==> src/rtl/sea_round_seq.sv <==
// Iterative sequencer for the SEA Feistel round: loads a block and key, drives an
// external combinational round for ROUNDS cycles, then holds the result on a valid/ready port.
module sea_round_seq #(
    parameter int ROUNDS = 16,
    parameter int KROT   = 3
) (
    input  logic        clk,
    input  logic        rst_n,
    input  logic        clr,
    input  logic        in_valid,
    output logic        in_ready,
    input  logic        in_dec,
    input  logic [95:0] in_data,
    input  logic [95:0] in_key,
    output logic [47:0] rnd_nli,
    output logic [47:0] rnd_nri,
    output logic [47:0] rnd_ki,
    input  logic [47:0] rnd_li,
    input  logic [47:0] rnd_ri,
    output logic        out_valid,
    input  logic        out_ready,
    output logic [95:0] out_data,
    output logic        busy,
    output logic [4:0]  round_idx
);

    // Rotation amounts are elaboration-time constants, so the key path is pure wiring.
    localparam int         STEP = KROT % 96;
    localparam int         PRE  = (KROT * (ROUNDS - 1)) % 96;
    localparam logic [4:0] LAST = 5'(ROUNDS - 1);

    typedef enum logic [1:0] {IDLE, RUN, DONE} state_e;

    state_e      state_q, state_d;
    logic [47:0] l_q, l_d;
    logic [47:0] r_q, r_d;
    logic [95:0] kr_q, kr_d;
    logic [4:0]  cnt_q, cnt_d;
    logic        dec_q, dec_d;

    function automatic logic [95:0] rotl(input logic [95:0] x, input int n);
        logic [191:0] t;
        t = {x, x} << n;
        return t[191:96];
    endfunction

    always_comb begin
        // NOTE: every next-state signal defaults to its held value so no path infers a latch.
        state_d = state_q;
        l_d     = l_q;
        r_d     = r_q;
        kr_d    = kr_q;
        cnt_d   = cnt_q;
        dec_d   = dec_q;
        if (clr) begin
            state_d = IDLE;
            cnt_d   = 5'd0;
        end else begin
            unique case (state_q)
                IDLE: begin
                    if (in_valid) begin
                        l_d     = in_data[95:48];
                        r_d     = in_data[47:0];
                        cnt_d   = 5'd0;
                        dec_d   = in_dec;
                        kr_d    = in_dec ? rotl(in_key, PRE) : in_key;
                        state_d = RUN;
                    end
                end
                RUN: begin
                    l_d  = rnd_li;
                    r_d  = rnd_ri;
                    kr_d = dec_q ? rotl(kr_q, (96 - STEP) % 96) : rotl(kr_q, STEP);
                    if (cnt_q == LAST) begin
                        state_d = DONE;
                    end else begin
                        cnt_d = cnt_q + 5'd1;
                    end
                end
                DONE: begin
                    if (out_ready) begin
                        state_d = IDLE;
                    end
                end
                default: state_d = IDLE;
            endcase
        end
    end

    // NOTE: sequential state uses non-blocking assignments so all registers update together.
    always_ff @(posedge clk or negedge rst_n) begin
        if (!rst_n) begin
            state_q <= IDLE;
            l_q     <= '0;
            r_q     <= '0;
            kr_q    <= '0;
            cnt_q   <= '0;
            dec_q   <= 1'b0;
        end else begin
            state_q <= state_d;
            l_q     <= l_d;
            r_q     <= r_d;
            kr_q    <= kr_d;
            cnt_q   <= cnt_d;
            dec_q   <= dec_d;
        end
    end

    assign rnd_nli   = l_q;
    assign rnd_nri   = r_q;
    assign rnd_ki    = kr_q[95:48];
    assign out_data  = {l_q, r_q};
    assign round_idx = cnt_q;
    assign in_ready  = (state_q == IDLE);
    assign out_valid = (state_q == DONE);
    assign busy      = (state_q != IDLE);

endmodule

==> config.mk <==
export PLATFORM = sky130hd
export DESIGN_NAME = sea_round_seq
export DESIGN_NICKNAME = d
export VERILOG_FILES = /design/src/rtl/sea_round_seq.sv
export SDC_FILE = /design/constraint.sdc
export NUM_CORES = 1
export LEC_CHECK = 0
export CORE_AREA = 5 5 208 210
export DETAILED_ROUTE_END_ITERATION = 8
export DIE_AREA = 0 0 213 215
export GPL_ROUTABILITY_DRIVEN = 0
export PLACE_DENSITY = 0.6
export SLEW_MARGIN = 5
export SYNTH_ARGS = -nofsm -noshare
export SYNTH_HDL_FRONTEND = slang
export SYNTH_SLANG_ARGS = --single-unit
==> constraint.sdc <==
create_clock -name clk -period 3.1 [get_ports clk]
set_input_delay 0.31 -clock clk [delete_from_list [all_inputs] [get_ports clk]]
set_output_delay 0.31 -clock clk [all_outputs]
set_load 0.02 [all_outputs]
Word-level counts from Yosys, hierarchy flattened
Index checks and enable logic that the tools add are counted.
{"block": "totals", "ff_bits": 200, "in_bits": 294, "wordCells": 41}
{"block": "classes", "mux": 17, "n_reduce_logical": 8, "n_eq_ne": 8, "bitwise": 1, "n_addsub": 1}
{"operator": "$mux W96", "n": 3}
{"operator": "$pmux W48 S2", "n": 2}
{"operator": "$pmux W96 S2", "n": 1}
{"operator": "$mux W48", "n": 2}
{"operator": "$mux W5", "n": 3}
{"operator": "$reduce_and A3 Y1", "n": 4}
{"operator": "$pmux W5 S2", "n": 1}
{"operator": "$ne A3 B3 Y1 const B", "n": 3}
{"operator": "$mux W2", "n": 4}
{"operator": "$pmux W2 S3", "n": 1}
{"operator": "$add A5 B1 Y5 const B", "n": 1}
{"operator": "$eq A5 B4 Y1 const B", "n": 1}
{"operator": "$reduce_bool A2 Y1", "n": 2}
{"operator": "$ne A3 B2 Y1 const B", "n": 1}
{"operator": "$reduce_bool A3 Y1", "n": 1}
{"operator": "$eq A2 B1 Y1 const B", "n": 1}
{"operator": "$eq A2 B2 Y1 const B", "n": 1}
{"operator": "$logic_not A2 Y1", "n": 1}
{"operator": "$ne A2 B2 Y1 const B", "n": 1}
{"operator": "$not A1 Y1", "n": 1}

Logic depth before layout (Yosys ltp)
Gate-level depths: netlist (run 1).
{"block": "logic_depth", "word_depth": 4, "mapped_depth": 7, "mapped_depth_nobuf": 7}

Worst setup path before layout (run 1)
No wires, ideal clock.
{"block": "synth_timing", "path_type": "register to register", "startpoint": "register cnt_q[0] (netlist: round_idx[0])", "endpoint": "register cnt_q[2] (netlist: round_idx[2])", "required_ns": 2.979, "t_arrival_ns": 1.697, "setup_slack_ns": 1.282, "stages_incl_launch_ff": 8, "path_cell_list": "dfrtp_1 > ha_1 > and3_1 > ha_1 > nor2b_1 > mux2_2 > a22oi_1 > nor2_1"}
{"block": "synth_between", "elab_chain_len": 4, "word_cells_on_any_way": 7, "cone_classes": "1 x add/sub; 2 x eq/ne; 3 x mux; 1 x reduce/logical"}
{"element": "from (decl)", "line": "38", "text": "logic [4:0] cnt_q, cnt_d;"}
{"element": "from (signal assigned)", "line": "104", "text": "cnt_q <= cnt_d;"}
{"element": "$add A5 B1 Y5", "line": "77", "text": "cnt_d = cnt_q + 5'd1;"}
{"element": "$mux W5", "line": "74", "text": "if (cnt_q == LAST) begin"}
{"element": "$pmux W5 S2", "line": "59", "text": "unique case (state_q)"}
{"element": "$mux W5", "line": "55", "text": "if (clr) begin"}
Parallel ways exist; a longest one is shown, timed or not. The select of a mux whose other input is x is not followed.
A chain may end at the register's enable or synchronous reset.

Worst setup path after layout (run 1)
{"block": "layout_timing", "startpoint": "register state_q[0]", "endpoint": "output port in_ready"}
{"block": "layout_between", "elab_chain_len": 1}
{"element": "from (decl)", "line": "34", "text": "state_e state_q, state_d;"}
{"element": "from (signal assigned)", "line": "100", "text": "state_q <= state_d;"}
{"element": "$logic_not A2 Y1", "line": "114", "text": "assign in_ready = (state_q == IDLE);"}
{"element": "to (decl)", "line": "11", "text": "output logic in_ready,"}
No other way between the ends.

==> results of run 1 <==
## synthesized netlist by cell type (all sizes together) (2+ instances only)
| cell | count | share of area (%) |
|---|---|---|
| nor2b | 3 | 0.15 |
| inv | 3 | 0.092 |
| ha | 2 | 0.20 |
| mux2i | 96 | 7.8 |
| mux2 | 98 | 9.0 |
| or2 | 2 | 0.12 |
| buf | 217 | 12 |
| a22oi | 2 | 0.12 |
| clkbuf | 34 | 1.0 |
| nor2 | 197 | 6.0 |
| dfrtp | 200 | 41 |
| nand2 | 291 | 8.9 |
| o21ai | 99 | 4.0 |
| a31oi | 96 | 4.9 |
| a21oi | 96 | 3.9 |
## timing repair
action / CTS / global route
hold buffers: 1 / 0
setup buffers: 0 / 0
hold endpoints to repair: 81 / 0
## metrics by stage
| stage | area [sq um] | setup slack (ns) | instances | util, % | hold slack, ns |
|---|---|---|---|---|---|
| CTS | 17650 | 0.7311 | 2328 | 42.64 | 0.3792 |
| global placement | 17030 | 1.021 | 2295 | 41.15 | 0.3787 |
| floorplan | 12290 | 1.282 | 1447 | - | 0.01441 |
| global route | 17670 | 0.6905 | 2336 | 42.69 | 0.3912 |
| detailed placement | 17030 | 0.9666 | 2295 | 41.15 | 0.3759 |
| finish | 17680 | 0.7654 | 2340 | 42.71 | 0.4066 |
## power by group through the flow
| stage | Sequential (mW) | Combinational [mW] | Clock [mW] |
|---|---|---|---|
| 3_5_place_dp | 3.66 | 3.70 | 0 |
| 2_1_floorplan | 3.63 | 2.10 | 0 |
| 6_report | 3.60 | 3.69 | 2.40 |
| 4_1_cts | 3.60 | 3.72 | 2.45 |
| 3_3_place_gp | 3.64 | 3.68 | 0 |
| 5_1_grt | 3.67 | 3.95 | 2.54 |
## sequential cells by signal, summed over array words and instances, names as in the netlist
register / flops
kr_q: 96
round_idx: 5
state_q: 2
rnd_nli: 48
dec_q: 1
rnd_nri: 48
## final timing paths
| kind | from | end |
|---|---|---|
| setup reg to reg | state_q[1]$_DFFE_PN0P_ | kr_q[56]$_DFFE_PN0P_ |
| hold reg to reg | kr_q[16]$_DFFE_PN0P_ | kr_q[16]$_DFFE_PN0P_ |
| min in group asynchronous | rst_n | kr_q[62]$_DFFE_PN0P_ |
| setup / recovery | state_q[0]$_DFFE_PN0P_ | in_ready |
| hold / removal | rnd_ri[32] | rnd_nri[32]$_DFFE_PN0P_ |
| max in group asynchronous | rst_n | kr_q[43]$_DFFE_PN0P_ |
## final cells by class
cell class | count | share of cell area (%)
Inverter | 3 | 0.06371
Clock buffer | 19 | 2.506
Timing Repair Buffer | 561 | 32.22
Sequential cell | 200 | 28.34
Multi-Input combinational cell | 993 | 31.97
Tap cell | 539 | 3.815
Clock inverter | 13 | 0.9202
Antenna cell | 12 | 0.1699
## layout by cell type (no fill, tap or decap), types with 3 or more instances in the layout
cell type	count
clkinvlp_4	4
mux2_2	98
o21ai_0	45
nor2_1	196
buf_12	10
mux2i_1	96
inv_1	3
inv_8	3
clkbuf_16	17
clkdlybuf4s50_1	539
nand2_1	291
diode_2	12
o21ai_1	54
a21oi_1	96
a31oi_1	96
dfrtp_1	199
buf_4	10
## worst reg2reg max path, delay by kind of cell, from the launching register on
kind | cells | cell delay [ns]
compound gates | 2 | 0.21
buf+inv | 1 | 0.48
flops | 1 | 0.46
simple gates | 2 | 0.77
## cells by family after synthesis
kind of cell / count (synthesis)
adder cells (fa/ha/maj): 2
buffers and inverters: 254
flip-flops: 200
AND/OR/NAND/NOR: 500
AO/OA/AOI/OAI: 296
multiplexers: 194
XOR/XNOR: 1
## per-layer routing
layer	share of wire (%)	vias to the layer above
met5	0.20	-
met4	2.0	18
met3	7.9	59
met2	50	412
met1	40	5466
li1	-	5422
==> summary.txt, run 1 <==
Synthesized flop and latch total: 200
Global-route wire length before repair: 75.95 mm
Vias/cell: 4.862
Core Area: 0.04138 sq mm
P_sw: 3.606 mW
Reg2Reg Setup Slack: 1.06 ns
CP endpoint kind: output pin
CP Depth: 3
TritonCTS clock tree: done
WL per Instance: 22.36 microns
H-tree levels: 4
Cells after synthesis: 1447
HPWL Detailed: 40.42 mm
Worst-path cell chain: or2_2, inv_1, clkdlybuf4s50_1
Delay-heaviest family, CP: buffers and inverters
CTS resizes: 0
Die Wd: 213 microns
GRT met1 Usage: 27.23%
Mean Syn Cell Area: 8.495 sq um
Met2 Use GR: 37.12%
Setup TNS: 0 ns
Clk pin slew, worst setup/hold paths: 0.08 ns
Clock period minus worst slack: 2.335 ns
Final hold vios: 0
Crit-path max FO: 7
Slew @ Worst Pin: 0.7610 ns
Setup repair after global routing missed its margin: false
Area of the die: 0.04580 sq mm
Clock tree sinks: 200
Multi-input gate area: 0.005650 sq mm
Seq pwr share: 37.2%
CP peak stage delay: 0.60 ns
Sequential Area: 0.005009 sq mm
First DRT Iteration DRCs: 795
Max Transition Viols Final: 0
Startpoint Class: register
Critical path arrival: 2.02 ns
Maximum clock path buffer count: 2
CTS root buffer: clkbuf_16
Worst rel slew slack: 49.27%
First-pass DRT Iterations: 7
Tcrit/Tclk final: 75.31%
DRT antenna net count: 0
Initial core utilization: 29.70%
Clock Latency Late Sink: 0.46 ns
Main combinational cell family by area after synthesis: multiplexers
Setup violations, final: 0
Sequential-to-total area share from yosys stat: 40.72%
Hold depth: 3
Final nets: 2072
Clock power share: 24.8%
Number of global-route vias before repair: 11260
I/O pin count: 542
Max Cap Viol: 0
# fillers: 4085
FP Rows: 75
Outcome: complete, no violations
Worst reg2reg path depth: 5
Internal Power: 6.083 mW
Fraction of layout cells with a size suffix above 1: 8.832%
I/O Buffers: 541
CTS Buf Count: 17
Total power: 9.690 mW
Post-synth cell types: 31
YS warnings: 0
Routed WL: 52.33 mm
Pin count of the biggest net entering global routing: 155
Post-synth EDFFs: 0
P_leak: 7.277 nW
Worst hold path type: in -> reg
Mux cell area share after synthesis: 16.80%
CP required: 2.79 ns
Vias: 11380
Crit Path Class: reg -> out
Buf/Inv on CP: 2
Skew final: 0.01255 ns
GRT overflow: 0
Slowest-stage cell, CP: clkdlybuf4s50_1
Fmax: 428.3 MHz
# DRC: 0
Post-synthesis simple-gate area fraction: 15.52%
Syn_nets: 1743
Post-Syn Area: 0.01229 sq mm
Combinational Power Share: 38.1%
Area grow syn2layout: 43.80%
Most used DFF post-synth: dfrtp_1
Die Span Y: 215 microns
Compound-gate portion of the synthesized area: 13.19%
GRT busiest layer: met2
Xor and xnor area share after synthesis: 0.07125%
GRT Util Overall: 21.95%
Async SR Flop Fraction: 100.0%
Antenna violations before repair: 23
Pwr dens: 548.2 mW/mm^2
Sw Ratio: 37.22%
Worst vdd ir: 0.0002560 V
Routing usage on met3: 6.227%
Adder-Cell Fraction of Synth Area: 0.2036%
(Power assumes the default switching activity.)
==> inputs of run 2 (changes only) <==
- CORE_AREA: 5 5 208 210 -> 5 5 206 208
- DIE_AREA: 0 0 213 215 -> 0 0 211 213
- PLACE_DENSITY: 0.6 -> 0.63
- clock period: 3.1 -> 1.9 ns (I/O delays scaled with it)
==> run 2 against run 1 <==
Effect of this change: first-iteration DRC count grew 11%; register-to-register slack worse by 0.96 ns; sequential share of layout area is 0.63 points lower; utilization grew 2.1 points; routed wire length is 1.5% higher; worst setup slack got worse by 0.72 ns; critical path type unchanged; critical endpoint is now rnd_ki[15]; highest routed layer unchanged.
==> summary.txt, run 2 (same netlist as run 1, synthesis figures left out) <==
CP required: 1.71 ns (-1.08 ns)
CTS Buf Count: 17 (unchanged)
Worst rel slew slack: 70.38% (+21 points)
CTS root buffer: clkbuf_16
First-pass DRT Iterations: 5 (-2)
Met1 WL: 21.18 mm (+0.60%)
HPWL Detailed: 42.08 mm (+4.1%)
GRT Util Overall: 22.54% (+0.59 points)
WL per Instance: 22.51 microns (+0.65%)
Routed met3 length: 4.265 mm (+3.8%)
Routed WL: 53.12 mm (+1.5%)
Slowest-stage cell, CP: clkdlybuf4s50_1
Pwr dens: 884.4 mW/mm^2 (+61%)
P_leak: 7.513 nW (+3.2%)
Max reg flops: 96 (unchanged)
Critical path startpoint: kr_q[63]$_DFFE_PN0P_
Crit Path Class: reg -> out
TritonCTS clock tree: done
Skew final: 0.01161 ns (-0.0009335 ns)
Antenna violations before repair: 15 (-35%)
Delay-heaviest family, CP: buffers and inverters
# DRC: 0 (unchanged)
Final nets: 2102 (+1.4%)
Clock Latency Late Sink: 0.46 ns (about the same)
Clock tree sinks: 200 (unchanged)
Core Area: 0.04037 sq mm (-2.5%)
CP peak stage delay: 0.68 ns (+0.08 ns)
Number of global-route vias before repair: 11610 (+3.0%)
DRT antenna net count: 0 (unchanged)
Startpoint Class: register
Fmax: 540.6 MHz
GRT overflow: 0 (unchanged)
Worst-path cell chain: clkdlybuf4s50_1
H-tree levels: 4 (unchanged)
Global-route wire length before repair: 76.42 mm (+0.62%)
I/O Buffers: 541 (unchanged)
I/O pin count: 542 (unchanged)
First DRT Iteration DRCs: 881 (+11%)
Outcome: complete, no violations
CP endpoint kind: output pin
Clock period minus worst slack: 1.850 ns
Slew @ Worst Pin: 0.4443 ns (-0.3167 ns)
Tcrit/Tclk final: 97.35%
Setup repair after global routing missed its margin: false
Met2 routed WL: 25.89 mm (-0.50%)
Largest Register: kr_q
Final hold vios: 0 (unchanged)
Max Transition Viols Final: 0 (unchanged)
Area of the die: 0.04494 sq mm (-1.9%)
Pin count of the biggest net entering global routing: 79 (-49%)
Setup violations, final: 0 (unchanged)
Fraction of layout cells with a size suffix above 1: 10.50% (+1.7 points)
Maximum clock path buffer count: 2 (unchanged)
Commonest non-fill, non-tap cell in the layout: clkdlybuf4s50_1
Die Wd: 211 microns (-0.94%)
Vias/cell: 4.939 (+1.6%)
Critical path arrival: 1.66 ns (-0.36 ns)
Initial core utilization: 30.45% (+0.75 points)
Most frequent cells in the layout: clkdlybuf4s50_1, nand2_1, dfrtp_1
Area grow syn2layout: 47.10%
Worst hold path type: in -> async
RR Startpoint: round_idx[1]$_DFFE_PN0P_
FP Rows: 74 (-1.3%)
Die Span Y: 213 microns (-0.93%)
Buf/Inv on CP: 1 (-1)
Worst vdd ir: 0.0005228 V (+100%)
Crit-path max FO: 4 (-3)
Clk pin slew, worst setup/hold paths: 0.08 ns (about the same)
Setup TNS: 0 ns (unchanged)
Max Cap Viol: 0 (unchanged)
Vias: 11660 (+2.5%)
Top layer in use: met5
Total power: 15.99 mW (+65%)
-- run 2: cell types whose count changed in the layout (fill, tap and decap cells not counted), moves of 2 or more --
cell,before,now
clkinvlp_4,4,2
clkdlybuf4s50_1,539,535
clkbuf_8,1,4
dlygate4sd2_1,0,3
diode_2,12,9
inv_6,1,3
buf_12,10,25
buf_4,10,25
-- run 2: timing repair --
| item | 4_1_cts | 5_1_grt |
|---|---|---|
| setup buffers | 0 | 1 |
| endpoints found under the hold margin | 60 | 0 |
| pin swaps | 0 | 0 |
| hold buffers | 1 | 0 |
| gates resized for setup | 6 | 2 |
| endpoints found under the setup margin | 4 | 2 |
-- run 2: final timing paths --
check	to	slack, ns	cells after the start
worst max register to register	round_idx[2]$_DFFE_PN0P_	0.10	7
max in group asynchronous	rnd_nri[9]$_DFFE_PN0P_	1.02	3
min in group clk	rnd_nri[33]$_DFFE_PN0P_	0.28	3
worst min-delay path	kr_q[58]$_DFFE_PN0P_	0.22	2
worst max-delay path	rnd_ki[15]	0.05	1
worst min register to register	kr_q[26]$_DFFE_PN0P_	0.51	2
-- run 2: per-stage QoR --
step	instances	utilization [%]	hold WS (ns)	setup slack, ns	area (sq um)
global route	2359	44.78	0.2515	0.001764	18080
finish	2360	44.79	0.2238	0.05033	18080
CTS	2350	44.71	0.1976	0.01526	18050
floorplan	1447	-	-0.1056	0.08231	12290
global placement	2317	43.17	0.1082	0.09533	17430
detailed placement	2317	43.17	0.1078	0.01992	17430
-- run 2: cell type report --
type                            count  area [sq um]
Fill cell                        3957         22290
Timing Repair Buffer              591          6106
Multi-Input combinational cell    993          5653
Sequential cell                   200          5010
Tap cell                          532         665.6
Clock buffer                       22         484.2
Clock inverter                     10         128.9
Antenna cell                        9         22.52
Inverter                            3         11.26
-- run 2: layer usage --
| metal | track usage (%) | vias to the layer above |
|---|---|---|
| met3 | 6.612 | 78 |
| li1 | - | 5475 |
| met5 | 0 | - |
| met2 | 37.55 | 493 |
| met1 | 27.76 | 5600 |
| met4 | 8.473 | 10 |
-- run 2: report_power, final --
part           internal (mW)  total [mW]  switching (mW)
registers               4.96        5.83           0.872
clock network           2.11        3.93            1.81
logic                   3.08        6.24            3.16
==> patch 1: new RTL, config.mk and constraints of run 2 <==
Take the reset off `kr_q` and load it in a clocked block of its own.
--- a/src/rtl/sea_round_seq.sv
+++ b/src/rtl/sea_round_seq.sv
@@ -94,5 +94,4 @@
             l_q     <= '0;
             r_q     <= '0;
-            kr_q    <= '0;
             cnt_q   <= '0;
             dec_q   <= 1'b0;
@@ -101,8 +100,11 @@
             l_q     <= l_d;
             r_q     <= r_d;
-            kr_q    <= kr_d;
             cnt_q   <= cnt_d;
             dec_q   <= dec_d;
         end
+    end
+
+    always_ff @(posedge clk) begin
+        kr_q <= kr_d;
     end
 
Formal check against the unedited RTL: not equivalent (a bounded check fails within 4 cycles, from zero or initial values and one cycle with rst_n low).
==> patch 1 against run 2 <==
Final cell count decreased by 8.1%. Count of clock-buffer cells in the layout shrank 5. Power decreased by 7.7%. Sequential cell count is the same. Register-to-register slack worse by 0.05 ns. Design area fell by 2.6%. Critical path depth did not move. Sequential share of layout area is 3.5 points higher. Area after synthesis is 4.3% lower. Setup slack about the same. Wire length fell by 5.5%. Maximum frequency hardly changed.
==> patch 1: results (changes against run 2) <==
| Metric | Value |
|---|---|
| Outcome | `finished clean` |
| Setup crit end | `rnd_nri[1]` |
| Adder-Cell Fraction of Synth Area | `0.002127 (+0.00009138)` |
| Async SR Flop Fraction | `0.5200 (-0.4800)` |
| Area contributors post-synth | `edfxtp_1, dfrtp_1, buf_4, mux2i_1, nand2_1` |
| Routed wire per std cell | `23.14 µm (+2.8%)` |
| Area Overhead vs Synth | `49.73%` |
| Initial antenna violation count | `6 (-9)` |
| Mux cell area share after synthesis | `0.08530 (-0.08266)` |
| Fillers | `3925 (-0.81%)` |
| XOR/XNOR Fraction of Synth Area | `0 (-0.0007125)` |
| Critical Path Start | `rnd_nri[1]$_DFFE_PN0P_` |
| CTS resizes | `7 (+1)` |
| Placed cell area | `17000 µm² (-2.4%)` |
| Layout cell share with drive strength beyond 1 | `0.06005 (-0.04495)` |
| Crit-path leading delay family | `buffers and inverters` |
| Vias in the first global route | `10300 (-11%)` |
| R2r setup slk | `0.05 ns (-0.05 ns)` |
| Gr usage total | `0.2101 (-0.01531)` |
| Worst-margin pin slew | `0.5025 ns (+0.05822 ns)` |
| Grt met2 use | `0.3339 (-0.04156)` |
| DP HPWL | `40.57 mm (-3.6%)` |
| Largest net degree at the start of global routing | `68 (-14%)` |
| Register area share after synthesis | `0.4663 (+0.05912)` |
| Worst-skew pair later-pin latency | `0.44 ns (-0.02 ns)` |
| Clock skew | `0.006840 ns (-0.004773 ns)` |
| Inst Count DP | `2131 (-8.0%)` |
| Synth Area in Compound Gates | `0.1574 (+0.02549)` |
| Final net count | `1915 (-8.9%)` |
| Min Clock Period, post-route | `1.850 ns (+0.0003467 ns)` |
| CP Max Fanout | `3 (-1)` |
| Netlist cell types | `28 (-9.7%)` |
| Met3 Use GR | `0.04893 (-0.01719)` |
| Mapped Nets | `1542 (-12%)` |
| First-pass GRT wire length | `70.24 mm (-8.1%)` |
| Worst slack at placement | `0.1120 ns (+0.09205 ns)` |
| Mapped Cells | `1246 (-14%)` |
| Synth top cells by count | `nand2_1, buf_4, nor2_1` |
| Drt via density | `4.886 (-1.1%)` |
| Final hold slack | `0.2337 ns (+0.009854 ns)` |
| Launching point of the worst reg2reg path | `state_q[1]$_DFFE_PN0P_` |
| Peak VDD IR | `0.5540 mV (+6.0%)` |
| Initial DRC Count | `1020 (+16%)` |
| Worst Reg-to-Reg Cells | `5 (-2)` |
| Leakage | `6.730 nW (-10%)` |
| Worst hold-check path type | `in2async` |
| EDFF count, synth | `96 (+96)` |
| CP max stage delay | `0.81 ns (+0.13 ns)` |
| Met1 Use GR | `0.2809 (+0.003337)` |
| Cell Count, Final, Fillers Out | `2170 (-8.1%)` |
| Reg2Reg Capture Point | `kr_q[60]$_DFFE_PP_` |
| H-tree levels | `4 (unchanged)` |
[patch 1: cell count changes after synthesis, moves of 54 or more]
cell / change
edfxtp_1: +96
mux2_2: -96
dfrtp_1: -96
o21ai_1: -54
nor2_1: -92
nor2b_1: +95
nand2_1: -98
a211oi_1: +96
[patch 1: per-layer routing]
| layer | vias to the layer above | wire length (µm) | share of wire |
|---|---|---|---|
| li1 | 5018 | - | - |
| met1 | 5104 | 21240 | 0.42 |
| met2 | 424 | 24170 | 0.48 |
| met3 | 56 | 3540 | 0.071 |
| met4 | 0 | 1251 | 0.025 |
| met5 | - | 0 | 0 |
[patch 1: layout make-up]
class | count | area share
multi-input cells | 802 | 0.2665
repair buffers | 595 | 0.3487
well taps | 532 | 0.03779
inverters | 3 | 0.0006393
clock inverters | 15 | 0.009731
diodes | 6 | 0.0008524
flip-flops and latches | 200 | 0.3116
clock buffers | 17 | 0.02415
[patch 1: report_power, final]
part           internal, mW  switching [mW]
Combinational          2.60            2.69
Sequential             5.12           0.555
Clock                  1.97            1.82
==> patch 2: new RTL, settings of run 2 <==
Made on the original files. Change the parameter `ROUNDS` from 16 to 12.
--- a/src/rtl/sea_round_seq.sv
+++ b/src/rtl/sea_round_seq.sv
@@ -2,5 +2,5 @@
 // external combinational round for ROUNDS cycles, then holds the result on a valid/ready port.
 module sea_round_seq #(
-    parameter int ROUNDS = 16,
+    parameter int ROUNDS = 12,
     parameter int KROT   = 3
 ) (
Formal check against the unedited RTL: not equivalent (Yosys sat finds a counterexample within 4 cycles, from zero or initial values and one cycle with rst_n low).
==> patch 2 against run 2 <==
Design area rose by 6.6%. Area after synthesis rose by 9.0%. Sequential cell count did not move. Non-clock buffer count rose by 9. Final cell count fell by 17%. Wire length fell by 8.3%. Power rose by 15%. Setup slack got worse by 0.0065 ns. Via count fell by 19%. Utilization rose by 2.9 points.
==> patch 2: results (changes against run 2) <==
| Metric | Value |
|---|---|
| Drt via density | `4.775 (-3.3%)` |
| Final worst setup slack | `0.04387 ns (-0.006458 ns)` |
| Slowest cell on crit path | `clkdlybuf4s50_1` |
| Routed length on met2 | `24.42 mm (-5.7%)` |
| Largest register FFs | `96 (unchanged)` |
| Relative slew margins | `0.6615 (-0.04233)` |
| Placed cell area | `18690 µm² (+7.2%)` |
| Register area share after synthesis | `0.3737 (-0.03351)` |
| Worst hold-check path type | `in2async` |
| Port Buffers | `541 (unchanged)` |
| Worst-skew pair later-pin latency | `about 0.45 ns` |
| Leakage | `8.354 nW (+11%)` |
| Peak VDD IR | `0.6052 mV (+16%)` |
| Outcome | `finished clean` |
| H-tree levels | `4 (unchanged)` |
| Worst slack at placement | `0.02244 ns (+0.002522 ns)` |
| Largest net degree at the start of global routing | `77 (-2.5%)` |
| Data arrival, critical path | `1.67 ns` |
| Final net count | `1720 (-18%)` |
| Async SR Flop Fraction | `1.000 (unchanged)` |
| Synth top cells by count | `mux2i_1, dfrtp_1, buf_4` |
| Root Driver | `clkbuf_16` |
| Crit-path leading delay family | `buffers and inverters` |
| R2r setup slk | `0.13 ns (+0.03 ns)` |
| First-pass GRT wire length | `70.93 mm (-7.2%)` |
| Gr usage total | `0.2113 (-0.01412)` |
| CP max stage delay | `0.72 ns (+0.04 ns)` |
| Fillers | `3679 (-7.0%)` |
| Area contributors post-synth | `dfrtp_1, mux2i_1, mux2_4, mux2_2, buf_4` |
| Antenna diodes | `0 (-9)` |
| Post-CTS setup buffers | `0 (unchanged)` |
| Inserted Clock Buffers | `17 (unchanged)` |
| Layout cell share with drive strength beyond 1 | `0.2434 (+0.1384)` |
| WL met3 | `2.602 mm (-39%)` |
| Vias in the first global route | `10460 (-9.9%)` |
| Routed wire per std cell | `24.73 µm (+9.9%)` |
| CTS Buffer Depth | `2 (unchanged)` |
| Met1 wire length | `20.98 mm (-0.92%)` |
| Largest register by flop count | `kr_q` |
| DP HPWL | `39.90 mm (-5.2%)` |
| Clk pin slew, worst setup/hold paths | `0.08 ns (about the same)` |
| Initial antenna violation count | `3 (-12)` |
| Initial DRC Count | `418 (-53%)` |
| CP Max Fanout | `4 (unchanged)` |
| YS warnings | `0 (unchanged)` |
| Clock skew | `0.01110 ns (-0.0005109 ns)` |
| Mapped Nets | `1311 (-25%)` |
| Netlist cell types | `23 (-26%)` |
==> patch 2: stage by stage <==
step	util	hold WS, ns	instances
3_5_place_dp	0.4630	0.08148	1937
2_1_floorplan	-	-0.1056	1016
6_report	0.4774	0.1814	1970
4_1_cts	0.4774	0.1680	1970
5_1_grt	0.4774	0.1797	1970
3_3_place_gp	0.4630	0.07995	1937
==> patch 2: cell families (layout without fill, tap and decap cells) <==
group	count (synthesis)	count (layout)	share of synthesized area
and+or+nand+nor	13	13	0.005791
DFF	200	200	0.3737
muxes	578	578	0.4910
buffers and inverters	213	635	0.1215
xor gates and xnor gates	2	2	0.001308
AOI/OAI and AO/OA	9	9	0.005792
adders and majority gates	1	1	0.0009340
==> patch 2: per-layer routing <==
| metal | global-route usage | vias up |
|---|---|---|
| met3 | 0.05245 | 31 |
| met1 | 0.2714 | 4742 |
| met5 | 0 | - |
| li1 | - | 4331 |
| met4 | 0.04047 | 4 |
| met2 | 0.3649 | 299 |
==> patch 2: worst paths after layout <==
check / from / endpoint / depth (start not counted)
max reg2reg: state_q[0]$_DFFE_PN0P_ / rnd_nli[26]$_DFFE_PN0P_ / 5
max: kr_q[94]$_DFFE_PN0P_ / rnd_ki[46] / 1
min: rst_n / rnd_nri[31]$_DFFE_PN0P_ / 2
max in group asynchronous: rst_n / rnd_nli[25]$_DFFE_PN0P_ / 3
min in group clk: out_ready / state_q[1]$_DFFE_PN0P_ / 4
min reg2reg: rnd_nri[46]$_DFFE_PN0P_ / rnd_nri[46]$_DFFE_PN0P_ / 1
==> patch 2: timing repair <==
| action | CTS | global route |
|---|---|---|
| setup endpoints to repair | 4 | 0 |
| hold endpoints to repair | 200 | 0 |
| resized for setup | 4 | 0 |
| hold buffers | 1 | 0 |
==> patch 2: final cells by class <==
type / instances / area share
Clock inverter: 12 / 0.005714
Inverter: 3 / 0.0005843
Clock buffer: 20 / 0.02422
Multi-Input combinational cell: 603 / 0.3516
Timing Repair Buffer: 600 / 0.3234
Sequential cell: 200 / 0.2599
Tap cell: 532 / 0.03454
==> patch 2: power breakdown <==
| part | switching (mW) | internal (mW) | total (mW) |
|---|---|---|---|
| Sequential | 1.32 | 5.28 | 6.60 |
| Clock | 1.83 | 1.83 | 3.66 |
| Combinational | 3.51 | 4.63 | 8.14 |
